<file path="src/rtl/temp_fe_pkg.sv">
// Shared types and constants for the temperature sensor front end.
// Holds the receiver FSM encoding and the sample saturation helper.
package temp_fe_pkg;

  localparam int         TEMP_W     = 5;
  localparam logic [4:0] TEMP_MAX   = 5'd31;
  localparam logic [4:0] TEMP_RESET = 5'd20;

  typedef enum logic [1:0] {
    IDLE   = 2'd0,
    SHIFT  = 2'd1,
    UPDATE = 2'd2
  } fe_state_e;

  // Readings above the controller's range pin at TEMP_MAX instead of wrapping.
  function automatic logic [TEMP_W-1:0] clamp_temp(input logic [31:0] raw);
    logic [TEMP_W-1:0] res;
    if (raw > 32'(TEMP_MAX)) begin
      res = TEMP_MAX;
    end else begin
      res = raw[TEMP_W-1:0];
    end
    return res;
  endfunction

endpackage

</file>
<file path="src/rtl/sensor_shift_rx.sv">
// Serial frame receiver: start strobe, MSB-first shift-in, abort on a repeated start.
// frame_done_o is high during the UPDATE cycle; abort_o pulses the cycle after a restart.
module sensor_shift_rx
  import temp_fe_pkg::*;
#(
  parameter int DATA_W = 8
) (
  input  logic              clk_i,
  input  logic              rst_i,
  input  logic              start_i,
  input  logic              bit_i,
  output logic [DATA_W-1:0] raw_o,
  output logic              frame_done_o,
  output logic              abort_o
);

  localparam int CNT_W = $clog2(DATA_W + 1);

  fe_state_e         state_q;
  logic [CNT_W-1:0]  cnt_q;
  logic [DATA_W-2:0] shift_q;
  logic [DATA_W-1:0] raw_q;
  logic              done_q;
  logic              abort_q;
  logic              last_bit_s;

  assign last_bit_s = (cnt_q == CNT_W'(DATA_W - 1));

  // Receiver FSM; a start seen mid-frame wins over the last data bit.
  always_ff @(posedge clk_i) begin
    if (rst_i) begin
      state_q <= IDLE;
      cnt_q   <= '0;
      shift_q <= '0;
      raw_q   <= '0;
      done_q  <= 1'b0;
      abort_q <= 1'b0;
    end else begin
      done_q  <= 1'b0;
      abort_q <= 1'b0;
      case (state_q)
        IDLE: begin
          if (start_i) begin
            state_q <= SHIFT;
            cnt_q   <= '0;
          end
        end
        SHIFT: begin
          if (start_i) begin
            abort_q <= 1'b1;
            cnt_q   <= '0;
          end else if (last_bit_s) begin
            raw_q   <= {shift_q, bit_i};
            done_q  <= 1'b1;
            cnt_q   <= '0;
            state_q <= UPDATE;
          end else begin
            shift_q <= {shift_q[DATA_W-3:0], bit_i};
            cnt_q   <= cnt_q + CNT_W'(1);
          end
        end
        UPDATE: begin
          state_q <= IDLE;
        end
        default: begin
          state_q <= IDLE;
          cnt_q   <= '0;
        end
      endcase
    end
  end

  assign raw_o        = raw_q;
  assign frame_done_o = done_q;
  assign abort_o      = abort_q;

endmodule

</file>
<file path="src/rtl/temp_sensor_frontend.sv">
// Temperature front end: clamps received readings, keeps a moving-average window,
// and reports validity, staleness and frame aborts to the thermostat controller.
module temp_sensor_frontend
  import temp_fe_pkg::*;
#(
  parameter int DATA_W   = 8,
  parameter int AVG_LOG2 = 2,
  parameter int TIMEOUT  = 1000
) (
  input  logic        clk,
  input  logic        rst,
  input  logic        sensor_start,
  input  logic        sensor_bit,
  output logic [4:0]  temperature,
  output logic        temp_valid,
  output logic        stale,
  output logic        sensor_err
);

  localparam int DEPTH = 1 << AVG_LOG2;
  localparam int SUM_W = TEMP_W + AVG_LOG2;
  localparam int CNT_W = AVG_LOG2 + 1;
  localparam int WD_W  = $clog2(TIMEOUT + 1);

  logic [DATA_W-1:0] raw_s;
  logic              frame_done_s;
  logic              abort_s;

  logic [TEMP_W-1:0] hist_q [DEPTH];
  logic [TEMP_W-1:0] hist_d [DEPTH];
  logic [CNT_W-1:0]  count_q, count_d;
  logic [TEMP_W-1:0] temp_q, temp_d;
  logic              valid_q, valid_d;
  logic [WD_W-1:0]   wd_q, wd_d;
  logic              stale_q, stale_d;
  logic [TEMP_W-1:0] sample_s;
  logic [SUM_W-1:0]  sum_s;

  sensor_shift_rx #(
    .DATA_W (DATA_W)
  ) u_rx (
    .clk_i        (clk),
    .rst_i        (rst),
    .start_i      (sensor_start),
    .bit_i        (sensor_bit),
    .raw_o        (raw_s),
    .frame_done_o (frame_done_s),
    .abort_o      (abort_s)
  );

  // History shift, window sum and sample-count saturation on each completed frame.
  always_comb begin
    sample_s = clamp_temp(32'(raw_s));
    sum_s    = '0;
    if (frame_done_s) begin
      hist_d[0] = sample_s;
      for (int i = 1; i < DEPTH; i++) begin
        hist_d[i] = hist_q[i-1];
      end
      for (int i = 0; i < DEPTH; i++) begin
        sum_s = sum_s + SUM_W'(hist_d[i]);
      end
      temp_d = sum_s[SUM_W-1:AVG_LOG2];
      if (count_q != CNT_W'(DEPTH)) begin
        count_d = count_q + CNT_W'(1);
      end else begin
        count_d = count_q;
      end
      valid_d = (count_d == CNT_W'(DEPTH));
    end else begin
      for (int i = 0; i < DEPTH; i++) begin
        hist_d[i] = hist_q[i];
      end
      temp_d  = temp_q;
      count_d = count_q;
      valid_d = valid_q;
    end
  end

  // Watchdog: cycles since the last completed frame, saturating at TIMEOUT.
  always_comb begin
    if (frame_done_s) begin
      wd_d = '0;
    end else if (wd_q != WD_W'(TIMEOUT)) begin
      wd_d = wd_q + WD_W'(1);
    end else begin
      wd_d = wd_q;
    end
    stale_d = (wd_d >= WD_W'(TIMEOUT));
  end

  // Output and history registers.
  always_ff @(posedge clk) begin
    if (rst) begin
      for (int i = 0; i < DEPTH; i++) begin
        hist_q[i] <= TEMP_RESET;
      end
      count_q <= '0;
      temp_q  <= TEMP_RESET;
      valid_q <= 1'b0;
      wd_q    <= '0;
      stale_q <= 1'b0;
    end else begin
      for (int i = 0; i < DEPTH; i++) begin
        hist_q[i] <= hist_d[i];
      end
      count_q <= count_d;
      temp_q  <= temp_d;
      valid_q <= valid_d;
      wd_q    <= wd_d;
      stale_q <= stale_d;
    end
  end

  assign temperature = temp_q;
  assign temp_valid  = valid_q;
  assign stale       = stale_q;
  assign sensor_err  = abort_s;

endmodule

</file>
<file path="config.mk">
export PLATFORM = sky130hd
export DESIGN_NAME = temp_sensor_frontend
export DESIGN_NICKNAME = d
export VERILOG_FILES = /design/src/rtl/temp_fe_pkg.sv /design/src/rtl/sensor_shift_rx.sv /design/src/rtl/temp_sensor_frontend.sv
export SDC_FILE = /design/constraint.sdc
export NUM_CORES = 1
export LEC_CHECK = 0
export CORE_MARGIN = 5
export CORE_UTILIZATION = 63
export DETAILED_ROUTE_END_ITERATION = 10
export GPL_TIMING_DRIVEN = 0
export HOLD_SLACK_MARGIN = 0.05
export PLACE_DENSITY = 0.82
export SLEW_MARGIN = 20
export SYNTH_ARGS = -nofsm -noshare
export SYNTH_HDL_FRONTEND = slang
export SYNTH_SLANG_ARGS = --single-unit
</file>
<file path="constraint.sdc">
create_clock -name clk -period 7.1 [get_ports clk]
set_clock_uncertainty 0.2 [all_clocks]
set_input_delay 1.42 -clock clk [delete_from_list [all_inputs] [get_ports clk]]
set_output_delay 1.42 -clock clk [all_outputs]
set_load 0.1 [all_outputs]
</file>
Word-level counts from Yosys, hierarchy flattened
Memories as Yosys holds them, arrays and structs flattened.
Cells that the tools add are included.
{"block": "classes", "n_addsub": 6, "n_mul": 0, "n_div": 0, "magnitude_cmp": 2, "n_eq_ne": 10, "shifts": 0, "mux": 23, "bitwise": 8, "n_reduce_logical": 8}
{"cell": "$mux W5", "count": 5}
{"cell": "$mux W10", "count": 2}
{"cell": "$mux W20", "count": 1}
{"cell": "$mux W4", "count": 3}
{"cell": "$pmux W4 S3", "count": 1}
{"cell": "$add A10 B1 Y10 const B", "count": 1}
{"cell": "$ge A10 B10 Y1 const B", "count": 1}
{"cell": "$ne A10 B10 Y1 const B", "count": 1}
{"cell": "$reduce_and A3 Y1", "count": 3}
{"cell": "$gt A8 B5 Y1 const B", "count": 1}
{"cell": "$add A6 B5 Y7", "count": 1}
{"cell": "$add A7 B5 Y7", "count": 1}
{"cell": "$add A5 B5 Y6", "count": 1}
{"cell": "$mux W2", "count": 3}
{"cell": "$mux W3", "count": 2}
{"cell": "$mux W1", "count": 5}
{"cell": "$add A4 B1 Y4 const B", "count": 1}
{"cell": "$eq A4 B3 Y1 const B", "count": 1}
{"cell": "$ne A2 B2 Y1 const B", "count": 2}
{"cell": "$not A1 Y1", "count": 4}
{"cell": "$or A1 B1 Y1", "count": 4}
{"cell": "$pmux W2 S2", "count": 1}
{"cell": "$reduce_and A2 Y1", "count": 2}
{"cell": "$add A3 B1 Y3 const B", "count": 1}
{"cell": "9 further kinds", "count": 9}
{"block": "word_totals", "reg_bits": 43, "latch_bits": 0, "ram_bits": 20, "romBits": 0, "input_bits": 4, "output_inout_bits": 8, "wordCells": 69, "mem_count": 1}
{"name": "hist_q", "depth": 4, "width": 5, "rd": 3, "rd_ports_with_merged_regs": 0, "wr": 4, "line": "temp_sensor_frontend.sv:29", "text": "logic [TEMP_W-1:0] hist_q [DEPTH];"}

Logic depth before layout (Yosys ltp)
Gate-level depths: netlist of run 1.
{"block": "depth", "word_depth": 5, "depth_mapped": 12}

By module
From an unflattened synthesis of run 1, not the netlist that was laid out.
{"block": "unflattened", "cells_unflattened": 302, "area_unflattened_um2": 2765.2}
{"module": "temp_sensor_frontend", "instances": 1, "cells_per_inst": 212, "area_each_um2": 1915.6, "seq_area_each_um2": 700.7}
{"module": "sensor_shift_rx", "instances": 1, "cells_per_inst": 90, "area_each_um2": 849.6, "seq_area_each_um2": 460.4}

Worst setup path before layout of run 1
Ideal clock, no wire load.
{"block": "synth_path", "path_kind": "register to register", "from": "register u_rx.raw_q[5] (netlist: u_rx.raw_o[5])", "to": "register temp_q[3] (netlist: temperature[3])", "setup_time_ns": 0.101, "arrival_time_ns": 2.929, "required_ns": 6.799, "setup_slack_ns": 3.870, "stages_incl_launch_ff": 12, "path_buffers": 0, "cell_sequence": "dfxtp_1 -> or3_1 -> nor2_1 -> inv_1 -> fa_1 -> fa_1 -> nand3_1 -> fa_1 -> nor2b_1 -> o21a_1 -> nor3_1 -> o41ai_1"}
{"block": "synth_via", "elab_chain_cells": 5}
{"element": "from (decl)", "line": "sensor_shift_rx.sv:22", "text": "logic [DATA_W-1:0] raw_q;"}
{"element": "from (signal assigned)", "line": "sensor_shift_rx.sv:53", "text": "raw_q <= {shift_q, bit_i};"}
{"element": "$gt A8 B5 Y1", "line": "temp_fe_pkg.sv:18", "text": "if (raw > 32'(TEMP_MAX)) begin"}
{"element": "$mux W5", "line": "temp_fe_pkg.sv:18"}
{"element": "net sample_s[1]", "line": "temp_sensor_frontend.sv:36", "text": "logic [TEMP_W-1:0] sample_s;"}
{"element": "$add A5 B5 Y6", "line": "temp_sensor_frontend.sv:61", "text": "sum_s = sum_s + SUM_W'(hist_d[i]);"}
{"element": "$add A6 B5 Y7", "line": "temp_sensor_frontend.sv:61"}
{"element": "$add A7 B5 Y7", "line": "temp_sensor_frontend.sv:61"}
{"element": "to (signal assigned)", "line": "temp_sensor_frontend.sv:108", "text": "temp_q <= temp_d;"}
{"element": "to (decl)", "line": "temp_sensor_frontend.sv:32", "text": "logic [TEMP_W-1:0] temp_q, temp_d;"}
The timed path passes the listed nets, and every way through them passes these cells.
A chain may end at the register's enable or synchronous reset.

Worst setup path in the final report of run 1
Ends and elaborated chain as after synthesis.

==> impl_metrics.csv, run 1 <==
group,metric,value,unit
outcome,status,"completed",
synth,ys_ff_latch,58,
synth,synthMuxAreaShare,5.74,%
cts,clock_latency,340,ps
timing,rsz0062_at_grt,"no",
synth,avgSynthCellArea,9.09,um2
cts,root_buffer,"clkbuf_8",
final_layout,syn_to_final_growth,12.5,%
timing,fin_hold_ws,252,ps
placed_design,pre_cts_ws,3520,ps
hold_path,min_from,"u_rx.shift_q[6]",
floorplan,coreArea,4320,um2
final_layout,diodes,0,
hold_path,hold_path.class,"reg -> reg",
critical_path,crit_arrival,3490,ps
synth,synthDistinctLibCells,46,
final_layout,layout.nets,351,
drt,drc,0,
drt,drt_iter0_drc,122,
timing,period_share,48.6,%
job,drv_cap,0,
cts,cts_buffer_depth,2,
cts,clkTransAtPathRegs,60,ps
cts,post-cts-setup-buffer-count,0,
drt,vias,2183,
critical_path,cp_max_fo,3,
cts,htreeDepth,3,
timing,relSlewSlack,34.8,%
synth,yosys.area.top_type_share,41.6,%
placed_design,place.gp.congestion,0.865,
hold_path,hold_depth,2,
drt,drtAntennaViolNets,0,
drt,via_per_inst,5.67,
synth,synthAdderAreaFrac,11.2,%
synth,synthCells,307,
timing,setup_slack,3650,ps
grt,antenna_found_initial,0,
timing,slew_violations,0,
cts,post_cts_resized,0,
critical_path,r2r_cells,11,
grt,grt_usage,19.5,%
critical_path,reg2reg_from,"u_rx.raw_o[5]",
floorplan,die_w,76.6,um
cts,cts-buffers-inserted,9,
final_layout,layout.cells.non_filler,385,
synth,synthArstFlopShare,0,%
timing,tightest_slew,974,ps
placed_design,dp_hpwl,3750,um
synth,synth_top_family_by_area,"simple AND/OR/NAND/NOR gates",
timing,setup_viol_count_final,0,
grt,grt_max_degree,11,
synth,syn_area,2790,um2
timing,hold_viol,0,
cts,clock-sinks,58,
synth,synth_area_leaders,"dfxtp_1 (42%), fa_1 (7.2%), mux2i_1 (5.7%)",
timing,fmax,290,MHz
critical_path,cp-end-kind,"flip-flop",
floorplan,rows,24,
synth,synth_ff_type,"dfxtp_1",
synth,yosysSeqAreaShare,41.6,%
synth,synth_compound_area_share,10.9,%
power_and_ir_drop,power_density,202,nW/um2
placed_design,portBuffers,10,
synth,synth.largest_area_cell,"dfxtp_1",
hold_path,whs_endpoint,"u_rx.raw_o[7]",
floorplan,die_height,76.6,um
drt,finalWirelength,5350,um
grt,grt_pass1_wl,9410,um
drt,wl_per_cell,13.9,um
placed_design,dp_cells,369,
drt,first_pass_iters,4,
placed_design,dpl-instance-area,2960,um2
critical_path,crit_type,"reg -> reg",
floorplan,start_util,64.6,%
critical_path,reg2reg_slack,3650,ps
synth,synth_nets,330,
power_and_ir_drop,vdd_drop_max,0.000166,V
synth,synth_simple_gate_area_share,22.9,%
synth,ys.warnings.count,0,
critical_path,required,7140,ps
final_layout,stdcell_area,3140,um2
critical_path,reg2reg_to,"temperature[3]",
timing,period_needed,3450,ps
synth,synth-xor-area-share,2.82,%
grt,grt_pass1_vias,2083,
floorplan,dieArea,5860,um2
floorplan,ios,12,
critical_path,critPathLaunchType,"flip-flop",
synth,synth-edff-count,0,
cts,hold_buffers,0,
power_and_ir_drop,leakagePower,0.00119,uW
final_layout,drive_gt1_share,7.21,%
timing,setup_tns,0,ps
cts,cts_tree,"yes",
grt,overflow,0,
==> worst max path at each step <==
stage / from / cells after the start / slack (ps) / to
after floorplan: u_rx.raw_o[5] / 11 / 3870 / temperature[3]
after global placement: sensor_start / 5 / 3570 / u_rx.cnt_q[3]
after detailed placement: sensor_start / 5 / 3520 / u_rx.cnt_q[3]
after CTS: u_rx.raw_o[5] / 11 / 3630 / temperature[3]
after global routing: u_rx.raw_o[5] / 11 / 3460 / temperature[3]
final: u_rx.raw_o[5] / 11 / 3650 / temperature[3]
==> cell type report <==
cell class	instances	area, um2
multi-input cells	214	1500
fillers	345	1180
flip-flops and latches	58	1160
clock buffers	14	173
repair buffers	10	100
inverters	22	82.6
well taps	52	65.1
plain buffers	13	52.6
clock inverters	2	10.0
==> cells in the mapped netlist (2+ instances only) <==
cell,n
ha_1,9
clkbuf_1,10
o21ai_0,11
nand2b_1,6
nor3b_1,2
nand3_1,15
buf_2,3
and3_1,3
mux2i_1,16
nor2b_1,5
or3b_1,2
nand3b_1,2
fa_1,10
dfxtp_1,58
and4_1,3
nand2_1,20
o211ai_1,2
nand4_1,3
nor3_1,10
a21oi_1,22
a211oi_1,4
a211o_1,3
nor2_1,36
inv_1,22
xnor2_1,7
xor2_1,2
o21a_1,2
==> per-layer routing <==
| layer | part of all wire [%] | vias up | routed length (um) | global-route usage, % |
|---|---|---|---|---|
| met3 | 4.0 | 9 | 212 | 4.02 |
| met2 | 46 | 45 | 2440 | 30.4 |
| met5 | 0 | - | 0 | 0 |
| li1 | - | 1093 | - | - |
| met4 | 1.8 | 0 | 98 | 9.44 |
| met1 | 48 | 1036 | 2590 | 25.8 |
==> cell usage in the layout (no fill, tap or decap), types with 3 or more instances in the layout <==
cell type        count
and3_1               3
a211o_1              3
xnor2_1              7
a211oi_1             4
clkbuf_1            12
a21oi_1             22
fa_1                10
dfxtp_1             58
inv_1               22
nor3_1              10
buf_2                3
clkdlybuf4s50_1     10
mux2i_1             16
o21ai_0             11
nand3_1             15
nand4_1              3
ha_1                 9
nand2_1             20
clkbuf_8            12
nor2b_1              5
and4_1               3
nand2b_1             6
nor2_1              36
==> worst max-delay path: stages (launching register included) <==
cell and delay [ps]:
dfxtp_1 320, or3_1 400, nor2_1 150, inv_1 80
fa_1 510, fa_1 580, nand3_1 100, fa_1 410
nor2b_1 130, o21a_1 150, nor3_1 50, o41ai_1 280
==> power breakdown <==
group	switching, uW	internal (uW)	total (uW)	leakage (uW)
clock	126	154	280	0.0000965
sequential	2.86	328	331	0.000469
combinational	15.1	7.23	22.4	0.000626
total	144	490	634	0.00119
==> flip-flops by register name (all words and copies together) (netlist names) <==
name,count
hist_q,15
wd_q,10
u_rx.raw_o,8
u_rx.shift_q,7
temperature,5
u_rx.cnt_q,4
count_q,3
u_rx.state_q,2
stale,1
temp_valid,1
u_rx.abort_o,1
u_rx.frame_done_o,1
==> stage by stage <==
stage          power (uW)  util [%]
3_5_place_dp          361      68.4
6_report              634      72.6
4_1_cts               639      72.6
2_1_floorplan         353         -
3_3_place_gp          359      68.4
5_1_grt               660      72.6
==> kinds of logic (layout without fill, tap and decap cells) <==
group                    after synthesis  in the layout
adder cells (fa/ha/maj)               19             19
flip-flops                            58             58
AND/OR/NAND/NOR                      119            119
XOR/XNOR                               9              9
multiplexers                          16             16
AO/OA/AOI/OAI                         51             51
buffers and inverters                 35             61
Note: power is estimated with default switching activity, not from simulation.
==> run 2, diff against run 1 <==
- CORE_UTILIZATION: 63 -> 60
- PLACE_DENSITY: 0.82 -> 0.79
- clock period: 7.1 -> 3.41 ns (I/O delays scaled with it)
==> impl_metrics.csv, run 2 (synthesis gave the netlist of run 1 again) <==
group,metric,value,unit
cts,root_buffer,"clkbuf_8",
drt,finalWirelength,5490,um
placed_design,dp_hpwl,3700,um
critical_path,crit_top_cell,"inv_1",
grt,overflow,0,
critical_path,cp_top_family,"adder cells",
job,drv_cap,0,
drt,vias,2156,
timing,period_needed,3280,ps
final_layout,final_common_cell,"dfxtp_1",
hold_path,hold_depth,2,
placed_design,portBuffers,10,
critical_path,required,3460,ps
hold_path,whs_endpoint,"u_rx.raw_o[7]",
timing,hold_viol,0,
timing,relSlewSlack,34.7,%
timing,slew_violations,0,
power_and_ir_drop,power_frac_comb,3.2,%
critical_path,r2r_cells,12,
timing,fmax,305,MHz
grt,grt_pass1_vias,2051,
cts,hold_buffers,0,
critical_path,critPathMaxStageDelay,470,ps
grt,grt_usage,19.6,%
power_and_ir_drop,p_switching,312,uW
critical_path,crit_type,"reg -> reg",
floorplan,rows,24,
timing,fin_hold_ws,258,ps
critical_path,crit_arrival,3320,ps
cts,cts-buffers-inserted,9,
placed_design,dpl-instance-area,2960,um2
floorplan,start_util,62.8,%
timing,period_share,96.0,%
power_and_ir_drop,power,1440,uW
final_layout,largest_reg_flops,15,
grt,grt_pass1_wl,9470,um
timing,setup_slack,135,ps
floorplan,ios,12,
final_layout,final_cell_mix,"dfxtp_1 (58), nor2_1 (34), inv_1 (22), a21oi_1 (22), nand2_1 (20)",
final_layout,nFillCells,320,
power_and_ir_drop,internal-power,1130,uW
final_layout,stdcell_area,3240,um2
timing,tightest_slew,976,ps
power_and_ir_drop,pwr-share-clk,48.9,%
grt,grt_max_degree,11,
critical_path,reg2reg_from,"u_rx.raw_o[5]",
cts,clock-sinks,58,
drt,drc,0,
drt,first_pass_iters,4,
cts,clkTransAtPathRegs,70,ps
placed_design,place.gp.congestion,0.828,
drt,via_per_inst,5.56,
placed_design,pre_cts_ws,-82.7,ps
final_layout,syn_to_final_growth,16.1,%
floorplan,coreArea,4440,um2
timing,setup_tns,0,ps
grt,antenna_found_initial,0,
final_layout,drive_gt1_share,10.4,%
cts,clock_latency,340,ps
power_and_ir_drop,p_sw_share,21.7,%
power_and_ir_drop,p_seq_share,47.9,%
floorplan,die_w,78.2,um
timing,setup_viol_count_final,0,
power_and_ir_drop,leakagePower,0.00123,uW
critical_path,crit_chain,"or3_4, nor2_2, inv_1, fa_1, inv_1, fa_1, inv_1, ha_4, nor2b_1, o21a_1, o21a_1, o41ai_2",
final_layout,diodes,0,
critical_path,reg2reg_slack,130,ps
floorplan,die_height,78.2,um
power_and_ir_drop,vdd_drop_max,0.000313,V
power_and_ir_drop,power_density,444,nW/um2
final_layout,regMostFlops,"hist_q",
drt,wl_per_cell,14.1,um
drt,drtAntennaViolNets,0,
final_layout,layout.nets,354,
drt,drt_iter0_drc,83,
cts,cts_buffer_depth,2,
hold_path,hold_path.class,"reg -> reg",
critical_path,worst-path-buf-inv,3,
floorplan,dieArea,6120,um2
critical_path,slowest_stage,"fa_1",
cts,htreeDepth,3,
hold_path,min_from,"u_rx.shift_q[6]",
critical_path,cp-end-kind,"flip-flop",
critical_path,critPathLaunchType,"flip-flop",
critical_path,cp_max_fo,4,
critical_path,reg2reg_to,"temperature[3]",
cts,cts_tree,"yes",
outcome,status,"completed",
[run 2: cell types whose count changed in the layout (fill, tap and decap cells not counted), moves of 2 or more]
cell       change
bufinv_16      +2
clkbuf_8       -2
nor2_1         -2
buf_4          +3
[run 2: worst register-to-register path, cell delays in order, from the launching register on]
cell     delay (ps)
dfxtp_1         320
or3_4           420
nor2_2          110
inv_1            60
fa_1            470
inv_1            50
fa_1            470
inv_1            60
ha_4            260
nor2b_1         130
o21a_1          190
o21a_1          180
o41ai_2         260
[run 2: through the flow]
step | util [%] | std cells
after CTS | 71.8 | 386
after global routing | 72.9 | 388
after detailed placement | 66.5 | 369
after global placement | 66.5 | 369
after floorplan | - | 307
final | 72.9 | 388
[run 2: power groups by stage]
stage                     Combinational, uW  Sequential [uW]  Clock [uW]
after floorplan                        29.1              706           0
after global placement                 45.3              703           0
after detailed placement               45.9              704           0
after CTS                              46.7              689         716
after global routing                   51.7              689         748
final                                  46.5              689         703
[run 2: worst max path at each step]
stage	endpoint	startpoint	slack [ps]	cells past startpoint
finish	temperature[3]	u_rx.raw_o[5]	130	12
global route	temperature[3]	u_rx.raw_o[5]	-10	12
CTS	temperature[3]	u_rx.raw_o[5]	0.3	11
detailed placement	temperature[3]	u_rx.raw_o[5]	-80	11
global placement	temperature[3]	u_rx.raw_o[5]	-40	11
floorplan	temperature[3]	u_rx.raw_o[5]	180	11
[run 2: timing repair]
| item | in CTS | in global routing |
|---|---|---|
| buffers inserted | 1 | 2 |
| pin swaps | 1 | 5 |
| cloned | 0 | 0 |
| hold endpoints to repair | 0 | 0 |
| endpoints found under the setup margin | 1 | 1 |
| gates resized for setup | 3 | 5 |
[run 2: cell type report]
type	instances	area, um2	share of cell area, %
multi-input combinational	214	1540	47.5
sequential	58	1160	35.8
clock buffer	11	141	4.36
timing repair buffer	13	123	3.78
inverter	22	82.6	2.55
clock inverter	5	77.6	2.39
tap	52	65.1	2.01
buffer	13	52.6	1.62
[run 2: routing by layer]
layer / up-vias / share of wire, % / global-route usage, %
met3: 9 / 5.5 / 8.47
met1: 1001 / 46 / 24.1
met5: - / 0 / 0
met4: 0 / 1.1 / 5.77
met2: 42 / 47 / 31.4
li1: 1104 / - / -
==> run 3, diff against run 2 <==
- CORE_ASPECT_RATIO: not set -> 0.9
- clock period: 3.41 -> 3.4 ns (I/O delays scaled with it)
==> impl_metrics.csv, run 3 (synthesis gave the netlist of run 1 again) <==
group,metric,value,unit
outcome,status,"completed",
cts,cts_tree,"yes",
hold_path,min_from,"u_rx.shift_q[6]",
critical_path,crit_arrival,3350,ps
timing,period_share,97.6,%
floorplan,rows,23,
grt,global_route.usage.met1,26.4,%
critical_path,crit_top_cell,"fa_1",
grt,grtUsageMet2,32.3,%
critical_path,critPathLaunchType,"flip-flop",
critical_path,slowest_stage,"fa_1",
drt,drc,0,
timing,setup_viol_count_final,0,
timing,fmax,301,MHz
power_and_ir_drop,leakagePower,0.00121,uW
grt,grt_max_degree,11,
drt,vias,2174,
grt,grt_usage,21.1,%
final_layout,drive_gt1_share,10.2,%
cts,clkTransAtPathRegs,60,ps
drt,first_pass_iters,4,
cts,cts-buffers-inserted,9,
grt,met3_usage,8.25,%
placed_design,dp_cells,379,
timing,period_needed,3320,ps
cts,htreeDepth,3,
drt,finalWirelength,5570,um
hold_path,hold_path.class,"reg -> reg",
timing,setup_tns,0,ps
timing,tightest_slew,971,ps
grt,overflow,0,
timing,hold_viol,0,
timing,slew_violations,0,
final_layout,final_common_cell,"dfxtp_1",
floorplan,start_util,62.2,%
critical_path,crit_chain,"or3_4, nor2_4, inv_2, fa_1, fa_1, nand3_2, fa_2, nor2b_1, o21a_1, nor3_1, o41ai_2",
floorplan,coreArea,4490,um2
power_and_ir_drop,power_density,425,nW/um2
timing,fin_hold_ws,243,ps
timing,relSlewSlack,35.1,%
final_layout,diodes,0,
floorplan,die_height,74.7,um
drt,drtAntennaViolNets,0,
final_layout,syn_to_final_growth,15.5,%
floorplan,dieArea,6120,um2
grt,antenna_found_initial,0,
cts,clock-sinks,58,
power_and_ir_drop,power,1370,uW
critical_path,cp_max_fo,3,
hold_path,whs_endpoint,"u_rx.raw_o[7]",
critical_path,reg2reg_slack,80,ps
final_layout,largest_reg_flops,15,
grt,grt.busiest_layer,"met2",
final_layout,final_cell_mix,"dfxtp_1 (57), nor2_1 (34), a21oi_1 (22)",
grt,grt_pass1_vias,2047,
cts,clock_latency,330,ps
drt,via_per_inst,5.49,
critical_path,r2r_cells,11,
floorplan,ios,12,
critical_path,critPathMaxStageDelay,560,ps
final_layout,layout.cells.non_filler,396,
critical_path,cp-end-kind,"flip-flop",
placed_design,place.gp.congestion,0.794,
final_layout,regMostFlops,"hist_q",
placed_design,dp_hpwl,3800,um
critical_path,cp_top_family,"adder cells",
job,drv_cap,0,
grt,grt_pass1_wl,9630,um
timing,rsz0062_at_grt,"yes",
critical_path,crit_type,"reg -> reg",
critical_path,reg2reg_from,"u_rx.raw_o[5]",
cts,cts_buffer_depth,2,
placed_design,portBuffers,10,
critical_path,required,3430,ps
final_layout,layout.nets,352,
drt,drt_iter0_drc,74,
power_and_ir_drop,vdd_drop_max,0.000340,V
floorplan,die_w,81.9,um
hold_path,hold_depth,2,
final_layout,final_core_util,71.8,%
drt,wl_per_cell,14.1,um
cts,hold_buffers,0,
critical_path,worst-path-buf-inv,1,
cts,root_buffer,"clkbuf_8",
critical_path,reg2reg_to,"temperature[3]",
[run 3: how the worst max path moves through the flow]
| stage | to | start | slack [ps] | cells after the start |
|---|---|---|---|---|
| after floorplan | temperature[3] | u_rx.raw_o[5] | 170 | 11 |
| after global placement | temperature[3] | u_rx.raw_o[5] | 3 | 11 |
| after detailed placement | temperature[3] | u_rx.raw_o[5] | -90 | 11 |
| after CTS | temperature[3] | u_rx.raw_o[5] | 10 | 12 |
| after global routing | temperature[3] | u_rx.raw_o[5] | -60 | 11 |
| final | temperature[3] | u_rx.raw_o[5] | 80 | 11 |
[run 3: worst min-delay path, cell delays in order (launching register included)]
cell and delay, ps:
dfxtp_1 310, nand2_1 50, a21oi_1 50
[run 3: where the power goes]
group	internal [uW]	total, uW	switching [uW]	leakage [uW]
Sequential	685	691	5.80	0.000469
Combinational	15.0	47.0	32.0	0.000637
Clock	378	632	253	0.000101
[run 3: through the flow]
stage / worst slack [ps] / area [um2]
6_report: 81.5 / 3220
5_1_grt: -64.5 / 3220
4_1_cts: 12.9 / 3180
3_5_place_dp: -89.3 / 2970
3_3_place_gp: 2.84 / 2970
2_1_floorplan: 170 / 2790
[run 3: area by class of cell]
cell class | instances | area (um2)
inverter | 22 | 82.6
clock inverter | 2 | 35.0
sequential | 58 | 1160
timing repair buffer | 11 | 108
tap | 62 | 77.6
multi-input combinational | 214 | 1540
clock buffer | 14 | 163
buffer | 13 | 52.6
fill | 361 | 1270
[run 3: timing repair]
| action | in CTS | in global routing |
|---|---|---|
| resized for setup | 3 | 8 |
| pin swaps | 1 | 4 |
| setup endpoints to repair | 1 | 3 |
| buffers inserted | 0 | 1 |
[run 3: per-layer routing]
metal | share of wire [%] | up-vias
li1 | - | 1099
met1 | 47 | 1013
met2 | 45 | 54
met3 | 6.4 | 8
met4 | 1.6 | 0
met5 | 0 | -
